`config.mk`:
```
export PLATFORM = sky130hd
export DESIGN_NAME = mem_arbiter
export DESIGN_NICKNAME = d
export VERILOG_FILES = /design/src/rtl/mem_arbiter.sv
export SDC_FILE = /design/constraint.sdc
export NUM_CORES = 1
export LEC_CHECK = 0
export CORE_AREA = 2 2 104 106
export DETAILED_ROUTE_END_ITERATION = 10
export DIE_AREA = 0 0 106 108
export GPL_TIMING_DRIVEN = 0
export PLACE_DENSITY = 0.7
export SLEW_MARGIN = 20
export SYNTH_ARGS = -nofsm -noshare
export SYNTH_HDL_FRONTEND = slang
export SYNTH_SLANG_ARGS = --single-unit
```
`constraint.sdc`:
```
create_clock -name CLK -period 5.5 [get_ports CLK]
set_input_delay 0.825 -clock CLK [delete_from_list [all_inputs] [get_ports CLK]]
set_output_delay 0.825 -clock CLK [all_outputs]
set_load 0.05 [all_outputs]
```
`src/rtl/mem_arbiter.sv`:
```
// mem_arbiter: arbitrates a single-ported RAM between instruction fetch and
// data memory. The data port has priority. A starvation counter hands one
// grant to a waiting fetch after STARVE_MAX consecutive data grants. A wait
// counter aborts any grant that does not see ACCESS within TIMEOUT cycles.
//
// Ports:
//   CLK, RST                   clock (rising edge), synchronous active-high reset
//   iREN, iaddr                instruction read request/address (held until ihit)
//   ihit, iload                instruction completion pulse and data
//   dREN, dWEN, daddr, dstore  data request (write wins), address, write data
//   dhit, dload                data completion pulse and read data
//   ramREN, ramWEN, ramaddr,   RAM command side
//   ramstore
//   ramload, ramstate          RAM response (FREE/BUSY/ACCESS/ERROR)
//   timeout                    pulse when a grant is aborted by the wait limit
module mem_arbiter #(
  parameter int unsigned STARVE_MAX = 4,
  parameter int unsigned TIMEOUT    = 64
) (
  input  logic        CLK,
  input  logic        RST,
  input  logic        iREN,
  input  logic [31:0] iaddr,
  output logic        ihit,
  output logic [31:0] iload,
  input  logic        dREN,
  input  logic        dWEN,
  input  logic [31:0] daddr,
  input  logic [31:0] dstore,
  output logic        dhit,
  output logic [31:0] dload,
  output logic        ramREN,
  output logic        ramWEN,
  output logic [31:0] ramaddr,
  output logic [31:0] ramstore,
  input  logic [31:0] ramload,
  input  logic [1:0]  ramstate,
  output logic        timeout
);

  localparam int unsigned WW = (TIMEOUT > 1) ? $clog2(TIMEOUT) : 1;
  localparam int unsigned SW = (STARVE_MAX > 0) ? $clog2(STARVE_MAX + 1) : 1;

  typedef enum logic [1:0] {IDLE, DATA, INST} state_t;
  typedef enum logic [1:0] {FREE, BUSY, ACCESS, ERROR} ramstate_t;

  state_t        state;
  logic [WW-1:0] wait_cnt;
  logic [SW-1:0] starve_cnt;

  logic dreq, access, wait_last, starved;

  always_comb begin
    dreq      = dREN | dWEN;
    access    = (ramstate == ACCESS);
    wait_last = (wait_cnt == WW'(TIMEOUT - 1));
    starved   = iREN && (starve_cnt == SW'(STARVE_MAX));
  end

  // Outputs are decoded from the registered state; RST forces them low so a
  // reset that lands mid-transaction never produces a hit.
  always_comb begin
    ihit     = 1'b0;
    iload    = '0;
    dhit     = 1'b0;
    dload    = '0;
    ramREN   = 1'b0;
    ramWEN   = 1'b0;
    ramaddr  = '0;
    ramstore = '0;
    timeout  = 1'b0;
    if (!RST) begin
      case (state)
        DATA: begin
          ramaddr = daddr;
          if (dWEN) begin
            ramWEN   = 1'b1;
            ramstore = dstore;
          end else begin
            ramREN = 1'b1;
          end
          dhit    = access;
          dload   = access ? ramload : '0;
          timeout = !access && dreq && wait_last;
        end
        INST: begin
          ramaddr = iaddr;
          ramREN  = 1'b1;
          ihit    = access;
          iload   = access ? ramload : '0;
          timeout = !access && iREN && wait_last;
        end
        default: ;
      endcase
    end
  end

  always_ff @(posedge CLK) begin
    if (RST) begin
      state      <= IDLE;
      wait_cnt   <= '0;
      starve_cnt <= '0;
    end else begin
      case (state)
        IDLE: begin
          if (dreq && !starved) begin
            state    <= DATA;
            wait_cnt <= '0;
            if (!iREN)
              starve_cnt <= '0;
            else if (starve_cnt != SW'(STARVE_MAX))
              starve_cnt <= starve_cnt + SW'(1);
          end else if (iREN) begin
            state      <= INST;
            wait_cnt   <= '0;
            starve_cnt <= '0;
          end
        end
        DATA: begin
          if (access || !dreq || wait_last)
            state <= IDLE;
          else
            wait_cnt <= wait_cnt + WW'(1);
        end
        INST: begin
          if (access || !iREN || wait_last)
            state <= IDLE;
          else
            wait_cnt <= wait_cnt + WW'(1);
        end
        default: state <= IDLE;
      endcase
    end
  end

endmodule

```
==> out/qor.txt <==
r2r startpoint: state[0]$_SDFFE_PP0P_
final setup violating endpoints: 0
placed insts: 680
core footprint: 10200 µm²
clk_skew: 0.00663 ns
post-synthesis sequential area ratio: 0.120
clock slew at reported path FFs: 0.05 ns
Worst setup SP type: primary input
WHS: 0.505 ns
Die ar.: 11400 µm²
CTS tree: yes
Die X: 106 µm
dpl ws: 1.31 ns
hold_buf cts: 0
vias in the first global route: 2990
Post-CTS Setup Bufs: 0
Final WS setup: 1.37 ns
Buf/Inv on CP: 3
Filler cells: 1027
initial core utilization: 0.180
Worst R2R Setup Slack: 3.47 ns
Finished Layout Cells: 684
Hold Path End: state[1]$_SDFFE_PP0P_
DP HPWL: 9510 µm
syn_area_per_cell: 6.61 µm²
chip height: 108 µm
Peak VDD IR: 123 µV
# port buffers: 266
CTS sink count: 11
layout cells sized above 1: 0.0109
Starting DRT DRC Count: 162
CP max FO: 10
hold depth: 2
I/O pins: 268
pin count of the biggest net entering global routing: 11
post-DR wirelength/cell: 16.3 µm
slowest cell delay on critical path: 0.85 ns
first-pass GRT wire length: 16500 µm
outcome: completed
Congestion Overflow GR: 0
Power Dens Cells: 115 nW/µm²
hold wc startpoint: state[1]$_SDFFE_PP0P_
Mapped Area: 1840 µm²
placer's final routability congestion estimate: 0.838
commonest non-fill, non-tap cell in the layout: clkdlybuf4s50_1
post_cts resized: 0
max-slew violations: 0
H-Tree Depth: 1
unrepaired setup endpoints after global routing: false
max_cap viols: 0
FMAX: 0.242 GHz
initial antenna violation count: 0
cts bufs inserted: 3
commonest non-fill, non-tap cells in the layout: clkdlybuf4s50_1, and2_1, nor2_1
Worst-Margin Slew: 0.610 ns
Crit. End Element: output port
crit path cell chain: clkdlybuf4s50_1 -> nor2b_1 -> and3_1 -> clkbuf_1 -> and2_1 -> clkdlybuf4s50_1
cell family with most CP delay: buffers and inverters
Final min period: 4.13 ns
final setup TNS: 0 ns
#FFs+latches synth: 11
clock buffer depth: 2
Reg-to-Reg End: wait_cnt[1]$_SDFFE_PP0P_
endpoints failing hold: 0
Synth Warn #: 0
HP Class: flop to flop
crit path kind: primary input to output port
area grow syn2layout: 157%
syn nets: 420
Ant. Diodes: 0
Critical Path AT: 3.30 ns
Rel. slew slack: 0.590
Leak: 1.70 nW
Vias: 3012
root buffer cell: clkbuf_8
# rows: 37
CP max stage cell: clkdlybuf4s50_1
reg2reg path depth: 6
cell mode on critical path: clkdlybuf4s50_1
drt drc: 0
Final #Nets: 691
drt pass-1 iters: 4
gr usage total: 0.179
Required @ worst endpoint: 4.68 ns
Yosys cell types: 36
Via density: 4.40
Period Utilization, post-route: 0.751
post-synthesis cell count: 278
DRT Wirelength: 11100 µm
post-route ant nets: 0
clock latency on the worst-skew pair: 0.24 ns
tightest hold or removal path: stages (launching register included):
cell	delay (ns)
dfxtp_1	0.33
nand2_1	0.07
mux2i_1	0.05
kinds of logic (layout without fill, tap and decap cells):
kind of cell	count (synthesis)	count (layout)	share of synthesized area
and+or+nand+nor	169	169	0.519
AOI/OAI and AO/OA	55	55	0.223
buffers and inverters	31	301	0.0640
DFF	11	11	0.120
adders and majority gates	7	7	0.0476
muxes	3	3	0.0163
xor gates and xnor gates	2	2	0.00953
report_power, final:
| group | total, mW | switching [mW] | internal [mW] |
|---|---|---|---|
| Sequential | 0.0903 | 0.00461 | 0.0857 |
| Combinational | 0.370 | 0.199 | 0.171 |
| Clock | 0.0815 | 0.0306 | 0.0509 |
| Total | 0.542 | 0.234 | 0.308 |
registers in the layout (all words and copies together) (netlist names):
signal / count
wait_cnt: 6
starve_cnt: 3
state: 2
cells in the mapped netlist:
cell type	n	area share
a22oi_1	32	0.13
nand2_1	10	0.020
clkbuf_1	21	0.043
a311oi_1	1	0.0048
ha_1	7	0.048
or2_1	2	0.0068
a31o_1	1	0.0048
o21ai_1	2	0.0054
a311o_1	1	0.0054
nor4b_1	1	0.0048
and3_1	3	0.010
a32o_1	4	0.022
nor3b_1	1	0.0041
nand3b_1	1	0.0041
xnor2_1	2	0.0095
dfxtp_1	11	0.12
nor2_1	35	0.071
inv_1	9	0.018
o21ai_0	3	0.0082
and4_1	2	0.0095
nor3_1	5	0.014
buf_2	1	0.0027
o31ai_1	2	0.0082
a31oi_1	2	0.0068
nand3_1	3	0.0082
nor2b_1	1	0.0034
a21boi_0	2	0.0082
or4_1	1	0.0041
nand4_1	4	0.014
and2_1	96	0.33
mux2i_1	3	0.016
nand2b_1	2	0.0068
a311oi_2	1	0.0082
nor4_1	1	0.0034
nor4b_2	1	0.0082
a21oi_1	4	0.011
per-stage QoR:
stage | area, µm² | power (mW) | util
global route | 4720 | 0.576 | 0.461
global placement | 4670 | 0.454 | 0.457
floorplan | 1840 | 0.284 | -
detailed placement | 4670 | 0.461 | 0.457
finish | 4720 | 0.542 | 0.461
CTS | 4720 | 0.547 | 0.461
cell type report:
cell class	instances	area (µm²)	share of cell area
repair buffers	266	2660	0.565
multi-input cells	236	1500	0.318
flip-flops and latches	11	220	0.0467
well taps	136	170	0.0361
plain buffers	22	83.8	0.0178
clock buffers	4	45.0	0.00955
inverters	9	33.8	0.00716
metal layers:
layer | share of wire | GRT usage | up-vias
li1 | - | - | 1494
met1 | 0.40 | 0.214 | 1400
met2 | 0.52 | 0.335 | 112
met3 | 0.070 | 0.0398 | 6
met4 | 0.0097 | 0.0254 | 0
met5 | 0 | 0 | -
worst max-delay path by stage:
stage / from / endpoint / cells past startpoint
after floorplan: RST / timeout / 5
after global placement: ramstate[1] / iload[11] / 6
after detailed placement: ramstate[1] / iload[11] / 6
after CTS: ramstate[1] / iload[11] / 6
after global routing: ramstate[1] / dload[6] / 6
final: ramstate[1] / dload[6] / 6
Note: power is estimated with default switching activity, not from simulation.
